File: config.mk
export PLATFORM = sky130hd
export DESIGN_NAME = easyaxi_rd_mst_flat
export DESIGN_NICKNAME = d
export VERILOG_FILES = /design/src/rtl/easyaxi_rd_mst_if.sv /design/src/rtl/easyaxi_rd_mst.sv /design/src/flat_wrapper.sv
export SDC_FILE = /design/constraint.sdc
export NUM_CORES = 2
export LEC_CHECK = 0
export BUFFER_PORTS_ARGS = -buffer_cell sky130_fd_sc_hd__clkbuf_2
export CORE_ASPECT_RATIO = 0.7
export CORE_MARGIN = 8
export CORE_UTILIZATION = 45
export DETAILED_ROUTE_END_ITERATION = 8
export HOLD_SLACK_MARGIN = 0.08
export PLACE_DENSITY = 0.68
export SLEW_MARGIN = 20
export SYNTH_ARGS = -nofsm -noshare
export SYNTH_HDL_FRONTEND = slang
export SYNTH_SLANG_ARGS = --single-unit
File: constraint.sdc
create_clock -name clk -period 4.15 [get_ports clk]
set_input_delay 0.83 -clock clk [delete_from_list [all_inputs] [get_ports clk]]
set_output_delay 0.83 -clock clk [all_outputs]
set_load 0.01 [all_outputs]
File: src/rtl/easyaxi_rd_mst_if.sv
`default_nettype none
// ============================================================================
// Module      : easyaxi_rd_mst_if
// Description : Bundles the user request/response channels, the AXI AR and R
//               channels and the status outputs of easyaxi_rd_mst.
//               master modport : seen from the read master (the DUT)
//               slave modport  : seen from the user / AXI slave side
// Ports       : req_*  user request   (valid/ready, addr, len, size, burst)
//               axi_ar* AXI read address channel
//               axi_r*  AXI read data channel
//               rsp_*  user response  (valid/ready, packed data, resp, len)
//               ost_cnt, proto_err status
// Revision    : 1.0 - initial release
// ============================================================================
interface easyaxi_rd_mst_if #(
    parameter int OST_DEPTH     = 4,
    parameter int ID_W          = 4,
    parameter int ADDR_W        = 32,
    parameter int DATA_W        = 32,
    parameter int MAX_BURST_LEN = 8
);
    localparam int LEN_W = $clog2(MAX_BURST_LEN);
    localparam int CNT_W = $clog2(OST_DEPTH) + 1;

    logic                          req_valid;
    logic                          req_ready;
    logic [ADDR_W-1:0]             req_addr;
    logic [LEN_W-1:0]              req_len;
    logic [2:0]                    req_size;
    logic [1:0]                    req_burst;

    logic                          axi_arvalid;
    logic                          axi_arready;
    logic [ID_W-1:0]               axi_arid;
    logic [ADDR_W-1:0]             axi_araddr;
    logic [7:0]                    axi_arlen;
    logic [2:0]                    axi_arsize;
    logic [1:0]                    axi_arburst;

    logic                          axi_rvalid;
    logic                          axi_rready;
    logic [ID_W-1:0]               axi_rid;
    logic [DATA_W-1:0]             axi_rdata;
    logic [1:0]                    axi_rresp;
    logic                          axi_rlast;

    logic                          rsp_valid;
    logic                          rsp_ready;
    logic [DATA_W*MAX_BURST_LEN-1:0] rsp_data;
    logic [1:0]                    rsp_resp;
    logic [LEN_W-1:0]              rsp_len;

    logic [CNT_W-1:0]              ost_cnt;
    logic                          proto_err;

    modport master (
        input  req_valid, req_addr, req_len, req_size, req_burst,
        output req_ready,
        output axi_arvalid, axi_arid, axi_araddr, axi_arlen, axi_arsize, axi_arburst,
        input  axi_arready,
        input  axi_rvalid, axi_rid, axi_rdata, axi_rresp, axi_rlast,
        output axi_rready,
        output rsp_valid, rsp_data, rsp_resp, rsp_len,
        input  rsp_ready,
        output ost_cnt, proto_err
    );

    modport slave (
        output req_valid, req_addr, req_len, req_size, req_burst,
        input  req_ready,
        input  axi_arvalid, axi_arid, axi_araddr, axi_arlen, axi_arsize, axi_arburst,
        output axi_arready,
        output axi_rvalid, axi_rid, axi_rdata, axi_rresp, axi_rlast,
        input  axi_rready,
        input  rsp_valid, rsp_data, rsp_resp, rsp_len,
        output rsp_ready,
        input  ost_cnt, proto_err
    );
endinterface
`default_nettype wire

File: src/rtl/easyaxi_rd_mst.sv
`default_nettype none
// ============================================================================
// Module      : easyaxi_rd_mst
// Description : AXI read master with an OST_DEPTH-entry outstanding buffer.
//               Requests are allocated into a circular buffer, issued on AR
//               in order, filled by (possibly interleaved, out-of-order) R
//               bursts matched by RID = entry index, and returned to the user
//               as whole packed bursts in allocation order.
// Ports       : clk    - clock, rising edge
//               rst_n  - asynchronous active-low reset
//               bus    - easyaxi_rd_mst_if.master (request, AR, R, response,
//                        ost_cnt, sticky proto_err)
// Revision    : 1.0 - initial release
// ============================================================================
module easyaxi_rd_mst #(
    parameter int OST_DEPTH     = 4,
    parameter int ID_W          = 4,
    parameter int ADDR_W        = 32,
    parameter int DATA_W        = 32,
    parameter int MAX_BURST_LEN = 8
) (
    input  wire logic           clk,
    input  wire logic           rst_n,
    easyaxi_rd_mst_if.master    bus
);
    localparam int LEN_W = $clog2(MAX_BURST_LEN);
    localparam int PTR_W = (OST_DEPTH > 1) ? $clog2(OST_DEPTH) : 1;
    localparam int CNT_W = $clog2(OST_DEPTH) + 1;
    localparam int BUF_W = DATA_W * MAX_BURST_LEN;

    localparam logic [PTR_W-1:0] c_last_idx = PTR_W'(OST_DEPTH - 1);
    localparam logic [CNT_W-1:0] c_full_cnt = CNT_W'(OST_DEPTH);
    localparam logic [ID_W:0]    c_id_lim   = (ID_W+1)'(OST_DEPTH);

    // Per-entry state
    logic [OST_DEPTH-1:0] valid_q;
    logic [OST_DEPTH-1:0] pend_ar_q;
    logic [OST_DEPTH-1:0] pend_r_q;
    logic [ADDR_W-1:0]    addr_q  [OST_DEPTH];
    logic [LEN_W-1:0]     len_q   [OST_DEPTH];
    logic [2:0]           size_q  [OST_DEPTH];
    logic [1:0]           burst_q [OST_DEPTH];
    logic [BUF_W-1:0]     data_q  [OST_DEPTH];
    logic [LEN_W:0]       beat_q  [OST_DEPTH];
    logic [1:0]           resp_q  [OST_DEPTH];

    // Buffer pointers and occupancy
    logic [PTR_W-1:0] alloc_q, alloc_d;
    logic [PTR_W-1:0] issue_q, issue_d;
    logic [PTR_W-1:0] rel_q,   rel_d;
    logic [CNT_W-1:0] cnt_q,   cnt_d;
    logic             err_q;

    logic             w_alloc;
    logic             w_ar_hs;
    logic             w_rel;
    logic             w_rid_ok;
    logic [PTR_W-1:0] w_ridx;
    logic             w_hit;
    logic [LEN_W:0]   w_beat;
    logic [LEN_W:0]   w_len1;
    logic             w_in_range;
    logic             w_drop;
    logic             w_err;

    function automatic logic [PTR_W-1:0] f_inc(input logic [PTR_W-1:0] p);
        return (p == c_last_idx) ? '0 : p + 1'b1;
    endfunction

    // ------------------------------------------------------------------
    // Outputs: everything is read straight out of entry registers, so the
    // AR and response payloads are stable for as long as the selecting
    // pointer does not move (pointers move only on their handshakes).
    // ------------------------------------------------------------------
    assign bus.req_ready   = (cnt_q != c_full_cnt);
    assign bus.axi_arvalid = pend_ar_q[issue_q];
    assign bus.axi_arid    = ID_W'(issue_q);
    assign bus.axi_araddr  = addr_q[issue_q];
    assign bus.axi_arlen   = 8'(len_q[issue_q]);
    assign bus.axi_arsize  = size_q[issue_q];
    assign bus.axi_arburst = burst_q[issue_q];
    assign bus.axi_rready  = 1'b1;
    // pend_r is only cleared by rlast, which requires the AR to have issued
    assign bus.rsp_valid   = valid_q[rel_q] && !pend_r_q[rel_q];
    assign bus.rsp_data    = data_q[rel_q];
    assign bus.rsp_resp    = resp_q[rel_q];
    assign bus.rsp_len     = len_q[rel_q];
    assign bus.ost_cnt     = cnt_q;
    assign bus.proto_err   = err_q;

    assign w_alloc = bus.req_valid && bus.req_ready;
    assign w_ar_hs = bus.axi_arvalid && bus.axi_arready;
    assign w_rel   = bus.rsp_valid && bus.rsp_ready;

    // RID decode: only IDs below OST_DEPTH can name an entry
    assign w_rid_ok   = ({1'b0, bus.axi_rid} < c_id_lim);
    assign w_ridx     = bus.axi_rid[PTR_W-1:0];
    assign w_hit      = bus.axi_rvalid && w_rid_ok && valid_q[w_ridx]
                        && !pend_ar_q[w_ridx] && pend_r_q[w_ridx];
    assign w_beat     = beat_q[w_ridx];
    assign w_len1     = {1'b0, len_q[w_ridx]} + 1'b1;
    assign w_in_range = (w_beat < w_len1);
    // A surplus beat is discarded outright unless it carries rlast, in which
    // case it still terminates the burst so the entry can be delivered.
    assign w_drop     = w_hit && !bus.axi_rlast && !w_in_range;
    assign w_err      = (bus.axi_rvalid && !w_hit) || w_drop
                        || (w_hit && bus.axi_rlast && ((w_beat + 1'b1) != w_len1));

    always_comb begin
        alloc_d = w_alloc ? f_inc(alloc_q) : alloc_q;
        issue_d = w_ar_hs ? f_inc(issue_q) : issue_q;
        rel_d   = w_rel   ? f_inc(rel_q)   : rel_q;
        cnt_d   = cnt_q;
        if (w_alloc && !w_rel) begin
            cnt_d = cnt_q + 1'b1;
        end else if (!w_alloc && w_rel) begin
            cnt_d = cnt_q - 1'b1;
        end
    end

    // Allocation, AR issue, R write and release never target the same entry
    // in one cycle (they require mutually exclusive flag states), so the
    // updates below do not conflict.
    always_ff @(posedge clk or negedge rst_n) begin
        if (!rst_n) begin
            valid_q   <= '0;
            pend_ar_q <= '0;
            pend_r_q  <= '0;
            alloc_q   <= '0;
            issue_q   <= '0;
            rel_q     <= '0;
            cnt_q     <= '0;
            err_q     <= 1'b0;
            for (int i = 0; i < OST_DEPTH; i++) begin
                addr_q[i]  <= '0;
                len_q[i]   <= '0;
                size_q[i]  <= '0;
                burst_q[i] <= '0;
                data_q[i]  <= '0;
                beat_q[i]  <= '0;
                resp_q[i]  <= '0;
            end
        end else begin
            alloc_q <= alloc_d;
            issue_q <= issue_d;
            rel_q   <= rel_d;
            cnt_q   <= cnt_d;

            if (w_alloc) begin
                valid_q[alloc_q]   <= 1'b1;
                pend_ar_q[alloc_q] <= 1'b1;
                pend_r_q[alloc_q]  <= 1'b1;
                addr_q[alloc_q]    <= bus.req_addr;
                len_q[alloc_q]     <= bus.req_len;
                size_q[alloc_q]    <= bus.req_size;
                burst_q[alloc_q]   <= bus.req_burst;
                data_q[alloc_q]    <= '0;
                beat_q[alloc_q]    <= '0;
                resp_q[alloc_q]    <= '0;
            end

            if (w_ar_hs) begin
                pend_ar_q[issue_q] <= 1'b0;
            end

            if (w_hit && !w_drop) begin
                if (w_in_range) begin
                    data_q[w_ridx][w_beat[LEN_W-1:0]*DATA_W +: DATA_W] <= bus.axi_rdata;
                    beat_q[w_ridx] <= w_beat + 1'b1;
                end
                // Worst response wins: OKAY < EXOKAY < SLVERR < DECERR
                if (bus.axi_rresp > resp_q[w_ridx]) begin
                    resp_q[w_ridx] <= bus.axi_rresp;
                end
                if (bus.axi_rlast) begin
                    pend_r_q[w_ridx] <= 1'b0;
                end
            end

            if (w_rel) begin
                valid_q[rel_q] <= 1'b0;
            end

            if (w_err) begin
                err_q <= 1'b1;
            end
        end
    end
endmodule
`default_nettype wire
File: src/flat_wrapper.sv
// flat-port wrapper written by rule: the top's interface ports become plain ports
module easyaxi_rd_mst_flat 
#(
    parameter int OST_DEPTH     = 4,
    parameter int ID_W          = 4,
    parameter int ADDR_W        = 32,
    parameter int DATA_W        = 32,
    parameter int MAX_BURST_LEN = 8
)
  (clk, rst_n, bus_req_valid, bus_req_addr, bus_req_len, bus_req_size, bus_req_burst, bus_req_ready, bus_axi_arvalid, bus_axi_arid, bus_axi_araddr, bus_axi_arlen, bus_axi_arsize, bus_axi_arburst, bus_axi_arready, bus_axi_rvalid, bus_axi_rid, bus_axi_rdata, bus_axi_rresp, bus_axi_rlast, bus_axi_rready, bus_rsp_valid, bus_rsp_data, bus_rsp_resp, bus_rsp_len, bus_rsp_ready, bus_ost_cnt, bus_proto_err);
  easyaxi_rd_mst_if #(.OST_DEPTH(OST_DEPTH), .ID_W(ID_W), .ADDR_W(ADDR_W), .DATA_W(DATA_W), .MAX_BURST_LEN(MAX_BURST_LEN)) bus_i ();
  input  wire logic clk;
  input  wire logic rst_n;
  input wire logic [$bits(bus_i.req_valid)-1:0] bus_req_valid;
  input wire logic [$bits(bus_i.req_addr)-1:0] bus_req_addr;
  input wire logic [$bits(bus_i.req_len)-1:0] bus_req_len;
  input wire logic [$bits(bus_i.req_size)-1:0] bus_req_size;
  input wire logic [$bits(bus_i.req_burst)-1:0] bus_req_burst;
  output wire logic [$bits(bus_i.req_ready)-1:0] bus_req_ready;
  output wire logic [$bits(bus_i.axi_arvalid)-1:0] bus_axi_arvalid;
  output wire logic [$bits(bus_i.axi_arid)-1:0] bus_axi_arid;
  output wire logic [$bits(bus_i.axi_araddr)-1:0] bus_axi_araddr;
  output wire logic [$bits(bus_i.axi_arlen)-1:0] bus_axi_arlen;
  output wire logic [$bits(bus_i.axi_arsize)-1:0] bus_axi_arsize;
  output wire logic [$bits(bus_i.axi_arburst)-1:0] bus_axi_arburst;
  input wire logic [$bits(bus_i.axi_arready)-1:0] bus_axi_arready;
  input wire logic [$bits(bus_i.axi_rvalid)-1:0] bus_axi_rvalid;
  input wire logic [$bits(bus_i.axi_rid)-1:0] bus_axi_rid;
  input wire logic [$bits(bus_i.axi_rdata)-1:0] bus_axi_rdata;
  input wire logic [$bits(bus_i.axi_rresp)-1:0] bus_axi_rresp;
  input wire logic [$bits(bus_i.axi_rlast)-1:0] bus_axi_rlast;
  output wire logic [$bits(bus_i.axi_rready)-1:0] bus_axi_rready;
  output wire logic [$bits(bus_i.rsp_valid)-1:0] bus_rsp_valid;
  output wire logic [$bits(bus_i.rsp_data)-1:0] bus_rsp_data;
  output wire logic [$bits(bus_i.rsp_resp)-1:0] bus_rsp_resp;
  output wire logic [$bits(bus_i.rsp_len)-1:0] bus_rsp_len;
  input wire logic [$bits(bus_i.rsp_ready)-1:0] bus_rsp_ready;
  output wire logic [$bits(bus_i.ost_cnt)-1:0] bus_ost_cnt;
  output wire logic [$bits(bus_i.proto_err)-1:0] bus_proto_err;
  assign bus_i.req_valid = bus_req_valid;
  assign bus_i.req_addr = bus_req_addr;
  assign bus_i.req_len = bus_req_len;
  assign bus_i.req_size = bus_req_size;
  assign bus_i.req_burst = bus_req_burst;
  assign bus_req_ready = bus_i.req_ready;
  assign bus_axi_arvalid = bus_i.axi_arvalid;
  assign bus_axi_arid = bus_i.axi_arid;
  assign bus_axi_araddr = bus_i.axi_araddr;
  assign bus_axi_arlen = bus_i.axi_arlen;
  assign bus_axi_arsize = bus_i.axi_arsize;
  assign bus_axi_arburst = bus_i.axi_arburst;
  assign bus_i.axi_arready = bus_axi_arready;
  assign bus_i.axi_rvalid = bus_axi_rvalid;
  assign bus_i.axi_rid = bus_axi_rid;
  assign bus_i.axi_rdata = bus_axi_rdata;
  assign bus_i.axi_rresp = bus_axi_rresp;
  assign bus_i.axi_rlast = bus_axi_rlast;
  assign bus_axi_rready = bus_i.axi_rready;
  assign bus_rsp_valid = bus_i.rsp_valid;
  assign bus_rsp_data = bus_i.rsp_data;
  assign bus_rsp_resp = bus_i.rsp_resp;
  assign bus_rsp_len = bus_i.rsp_len;
  assign bus_i.rsp_ready = bus_rsp_ready;
  assign bus_ost_cnt = bus_i.ost_cnt;
  assign bus_proto_err = bus_i.proto_err;
  easyaxi_rd_mst #(.OST_DEPTH(OST_DEPTH), .ID_W(ID_W), .ADDR_W(ADDR_W), .DATA_W(DATA_W), .MAX_BURST_LEN(MAX_BURST_LEN)) u_core (.clk(clk), .rst_n(rst_n), .bus(bus_i));
endmodule
# Word level (Yosys, flattened, before mapping)
# Cells that the tools add are included.
# W data, S select, Z words.
# totals
regBits	1230
input_bits	85
elab_cells	214
# op_classes
add_sub_neg	8
order_cmp	17
eq_ne	5
shifts	2
mux	94
bitwise_logic	19
reduce_logical	33
# op_table
cell	count
$mux W1024	3
$and A1024 B1024 Y1024	1
$bwmux W1024	1
$demux W256 S2	2
$mux W256	4
$not A1024 Y1024	1
$bmux W256 S2	1
$shift A32 B34 Y256 const A	1
$shiftx A32 B34 Y256	1
$bwmux W128	1
$mux W32	3
$bmux W32 S2	1
$demux W32 S2	1
$mux W16	3
$mux W4	11
$neg A8 Y34	1
$mux W3	11
$bmux W3 S2	4
$bwmux W12	2
$mux W8	3
$logic_and A1 B1 Y1	22
$mux W2	11
$and A16 B16 Y16	1
$bwmux W16	1
34 further kinds	87

# Depth between registers and ports, before layout
# depth
word_depth	11
depth_mapped	15
ltp_nobuf	11

# Worst setup path before layout
# OpenSTA, ideal clock, no wires.
# synth_path
path_kind	in2reg
from	input port bus_axi_rid[0]
to	register u_core.data_q[297] (netlist bit)
setup_ns	0.132
arrival_ns	4.019
setup_slack_ns	-0.002
stages	14
n_path_buf	5
path_cell_list	buf_6 > buf_2 > mux4_2 > ha_1 > inv_1 > ha_1 > nor2b_1 > o211ai_1 > and2_1 > buf_1 > buf_1 > nand3_1 > buf_2 > mux2i_1
# synth_between
elab_chain_len	11
word_cells_on_any_way	37
# synth_rtl
element	line_no	source
start: declaration	flat_wrapper.sv:28	input wire logic [$bits(bus_i.axi_rid)-1:0] bus_axi_rid;
$not A2 Y3 (implied by the code)	easyaxi_rd_mst.sv:100, easyaxi_rd_mst.sv:101, easyaxi_rd_mst.sv:168	
$bmux W4 S2 or $bmux W3 S2 (tied branches)	easyaxi_rd_mst.sv:100, easyaxi_rd_mst.sv:101	
$mux W4 (implied by the code) or $mux W3 (tied branches) (2 in series)	easyaxi_rd_mst.sv:100, easyaxi_rd_mst.sv:101	
$neg A8 Y34 or $add A3 B1 Y4 (tied branches)	easyaxi_rd_mst.sv:168, easyaxi_rd_mst.sv:101	
$shift A32 B34 Y256 or $lt A4 B4 Y1 (tied branches)	easyaxi_rd_mst.sv:168, easyaxi_rd_mst.sv:102	
$mux W256 (implied by the code) or $logic_not A1 Y1 (tied branches)	easyaxi_rd_mst.sv:168, easyaxi_rd_mst.sv:105	
$demux W256 S2 or $logic_and A1 B1 Y1 (tied branches)	easyaxi_rd_mst.sv:168, easyaxi_rd_mst.sv:105	
$bwmux W1024 or $logic_not A1 Y1 (tied branches)	easyaxi_rd_mst.sv:168, easyaxi_rd_mst.sv:166	
$mux W1024 or $logic_and A1 B1 Y1 (tied branches)	easyaxi_rd_mst.sv:167, easyaxi_rd_mst.sv:166	
$mux W1024 *	easyaxi_rd_mst.sv:166	if (w_hit && !w_drop) begin
end signal: indexed assignment	easyaxi_rd_mst.sv:168	data_q[w_ridx][w_beat[LEN_W-1:0]*DATA_W +: DATA_W] <= bus.axi_rdata;
end: declaration	easyaxi_rd_mst.sv:43	logic [BUF_W-1:0] data_q [OST_DEPTH];
# Every way passes the cells marked *; elsewhere a longest branch is shown, timed or not. The select of a mux whose other input is x is not followed.
# A chain may end at the register's enable or synchronous reset.

# Final worst setup path
# layout_path
from	register u_core.rel_q[0]
to	output port bus_rsp_data[164]
# layout_between
elab_chain_len	4
# layout_rtl
element	line_no	source
start: declaration	easyaxi_rd_mst.sv:50	logic [PTR_W-1:0] rel_q, rel_d;
start signal: assignment	easyaxi_rd_mst.sv:146	rel_q <= rel_d;
$not A2 Y3 (implied by the code)	easyaxi_rd_mst.sv:85	assign bus.rsp_data = data_q[rel_q];
$bmux W256 S2	easyaxi_rd_mst.sv:85	
$mux W256 (implied by the code) (2 in series)	easyaxi_rd_mst.sv:85	
end: declaration	flat_wrapper.sv:34	output wire logic [$bits(bus_i.rsp_data)-1:0] bus_rsp_data;
# No other way between the ends. The select of a mux whose other input is x is not followed.

==> results.yml <==
synth:
  yosysUniqueCellTypes: 53
  syn_area_per_cell_um2: 11.7
  seq_area_frac_synth: 0.522
  syn_area_mm2: 0.0590
  syn_inst: 5024
  synth_edf_count: 0
  ys_warn_count: 0
  ys_seq_elements: 1230
  synth_ff_type: "dfrtp_1"
  synth-async-reset-ratio: 1.00
power:
  p_sw_mw: 11.6
  sw_frac_of_total: 0.333
  p_seq_frac: 0.399
  powerDensity_mw_per_mm2: 516
  pwr-share-comb: 0.265
  clockPowerShare: 0.336
  p_leak_nw: 32.7
  finalPower_mw: 34.9
  ir_drop_uv: 605
  cell_internal_pwr_mw: 23.3
drt:
  drt-wirelength-per-cell_um: 26.1
  dr.pass1.iters: 5
  route.detailed.drc: 0
  detail-route-antenna-nets: 0
  drtIter0Drc: 3965
  wl_mm: 187
  vias: 41400
  vias_per_cell: 5.78
layout:
  area_growth_pct: 14.7
  nets: 5419
  stdcell_area_mm2: 0.0676
  drive_gt1_frac: 0.210
  postLayoutCoreUtil: 0.518
clocking:
  path_clk_slew_ns: 0.07
  cts.sinks: 1230
  cts_max_level: 3
  cts_tree: "done"
  post_cts_buffers: 0
  cts_root_buf: "clkbuf_16"
  postCtsResizedCells: 0
  holdBufCountCts: 0
  cts_max_path_buffers: 3
  clk_latency_ns: 0.75
  cts_buffers: 118
global_routing:
  antenna_found_initial: 18
  grt_pass1_vias: 44000
  grt_usage: 0.256
  grt_pass1_wl_mm: 284
  grt_max_degree: 131
  grt-ovfl-total: 0
floorplan:
  pin_count: 403
  dieArea_mm2: 0.143
  placementRows: 111
  die_height_um: 319
  start_util: 0.452
  die_w_um: 449
  coreArea_mm2: 0.130
sta:
  finalSetupTns_ns: 0
  fin_worst_skew_ns: 0.0355
  post-route-period-util: 0.924
  hold_viol_final: 0
  worst_pin_slew_ns: 1.13
  setup_violations: 0
  worst_slack_ns: 0.315
  final_max_slew_viol_count: 0
  min_period_ns: 3.84
  rsz0062_at_grt: "false"
  timing.fmax_mhz: 261
  max-slew-margin-rel: 0.249
placement:
  hpwlAfterDp_mm: 116
  pre_cts_ws_ns: -0.142
  portBuffers: 394
  place_area_mm2: 0.0634
  finalWeightedCongestion: 0.811
setup_path:
  path_buf_inv: 3
  cp.depth: 4
  crit_start: "u_core.rel_q[0]$_DFFE_PN0N_"
  crit_chain: "buf_12, buf_12, mux4_2, clkbuf_2"
  r2r_cells: 10
  crit_family: "flip-flops"
  crit_arrival_ns: 3.01
  endpoint: "bus_rsp_data[164]"
  critPathRequiredTime_ns: 3.32
  crit_slowest_cell: "dfrtp_4"
  critPathKind: "flip-flop to output pin"
  endpoint_kind: "output pin"
  crit_top_cell: "buf_12"
  reg2reg_to: "u_core.data_q[460]$_DFF_PN0_"
  r2r_slack_ns: 0.84
  cp-start-kind: "flip-flop"
  r2r-start: "u_core.beat_q[5]$_DFF_PN0_"
  crit_path_max_fanout: 26
  slowest_delay_ns: 0.82
job:
  drv_cap: 0
hold_path:
  hp-class: "primary input to asynchronous set/reset pin"
outcome:
  outcome: "complete, no violations"
registers in the layout, summed over array words and instances (netlist names):
register	flops
u_core.valid_q	4
u_core.pend_r_q	4
u_core.burst_q	8
u_core.addr_q	128
u_core.beat_q	16
u_core.size_q	12
u_core.rel_q	2
u_core.pend_ar_q	4
u_core.resp_q	8
u_core.len_q	12
u_core.bus.proto_err	1
u_core.bus.ost_cnt	3
u_core.data_q	1024
u_core.issue_q	2
u_core.alloc_q	2
how the worst min path moves through the flow:
stage | startpoint | end | cells after the start
6_report | rst_n | u_core.data_q[155]$_DFF_PN0_ | 1
5_1_grt | rst_n | u_core.data_q[155]$_DFF_PN0_ | 1
4_1_cts | rst_n | u_core.data_q[923]$_DFF_PN0_ | 1
3_5_place_dp | u_core.addr_q[73]$_DFFE_PN0P_ | u_core.addr_q[73]$_DFFE_PN0P_ | 2
3_3_place_gp | u_core.addr_q[62]$_DFFE_PN0P_ | u_core.addr_q[62]$_DFFE_PN0P_ | 2
2_1_floorplan | u_core.addr_q[32]$_DFFE_PN0P_ | u_core.addr_q[32]$_DFFE_PN0P_ | 2
synthesized netlist by cell type (all sizes together), types with 3 or more instances:
master,count,area share
a21oi,10,0.00085
and2,8,0.00085
and3,9,0.00095
buf,197,0.022
clkbuf,211,0.014
dfrtp,1230,0.52
ha,24,0.0051
inv,52,0.0033
mux2,4,0.00083
mux2i,1048,0.18
mux4,310,0.12
nand2,1658,0.11
nand2b,25,0.0027
nand3,118,0.010
nand4,5,0.00053
nand4b,4,0.00059
nor2,17,0.0011
nor2b,5,0.00053
nor3,30,0.0048
nor4,8,0.0019
o21ai,7,0.00059
o22a,3,0.00045
o311ai,3,0.00045
or3,6,0.00064
or3b,3,0.00045
xnor2,3,0.00045
xor2,4,0.00059
cells in the final DEF (no fill, tap or decap), types with 18 or more instances in the layout:
cell type  instances
nand3_1          106
clkbuf_1          20
buf_4            101
ha_1              24
bufinv_16         18
buf_12            73
clkbuf_16        119
clkbuf_8          23
clkbuf_2         393
nand2_1         1653
inv_1             52
clkinv_2          22
mux4_2           310
nand2b_1          25
mux2i_1         1048
dfrtp_1         1226
layer usage:
metal | up-vias | wire (um) | part of all wire | track usage
met5 | - | 7 | 0.000037 | 0
met4 | 2 | 6700 | 0.036 | 0.0897
met3 | 310 | 14800 | 0.079 | 0.0648
met2 | 1567 | 87100 | 0.47 | 0.403
met1 | 21800 | 78300 | 0.42 | 0.347
li1 | 17800 | - | - | -
layout make-up:
cell class / instances / area, um^2
multi-input cells: 3340 / 26100
flip-flops and latches: 1230 / 30800
well taps: 1751 / 2190
inverters: 52 / 195
fillers: 11100 / 62800
clock buffers: 162 / 3370
clock inverters: 56 / 801
repair buffers: 567 / 4190
diodes: 7 / 17.5
power groups by stage:
stage	Clock, mW	Combinational [mW]	Sequential (mW)
after floorplan	0	5.93	13.7
after global placement	0	9.16	14.0
after detailed placement	0	9.30	14.1
after CTS	11.9	9.32	13.9
after global routing	12.4	9.90	14.0
final	11.7	9.25	13.9
worst reg2reg max path, stage by stage, from the launching register on:
cell     delay, ns
dfrtp_1       0.39
mux4_2        0.56
inv_1         0.09
ha_1          0.17
ha_1          0.28
nor3b_1       0.59
nand4_1       0.22
buf_4         0.22
nor3_4        0.14
buf_12        0.31
mux2i_1       0.27
logic make-up after synthesis:
family	count (synthesis)	share of synthesized area
and+or+nand+nor	1904	0.131
muxes	1362	0.297
DFF	1230	0.522
buffers and inverters	460	0.0388
AOI/OAI and AO/OA	34	0.00395
adders and majority gates	25	0.00543
xor gates and xnor gates	7	0.00104
other	2	0.000127
through the flow:
| step | std cells | hold WS (ns) |
|---|---|---|
| global route | 7160 | 0.151 |
| detailed placement | 6940 | 0.459 |
| global placement | 6940 | 0.452 |
| floorplan | 5030 | 0.440 |
| CTS | 7158 | 0.121 |
| finish | 7165 | 0.141 |
(Power assumes the default switching activity.)
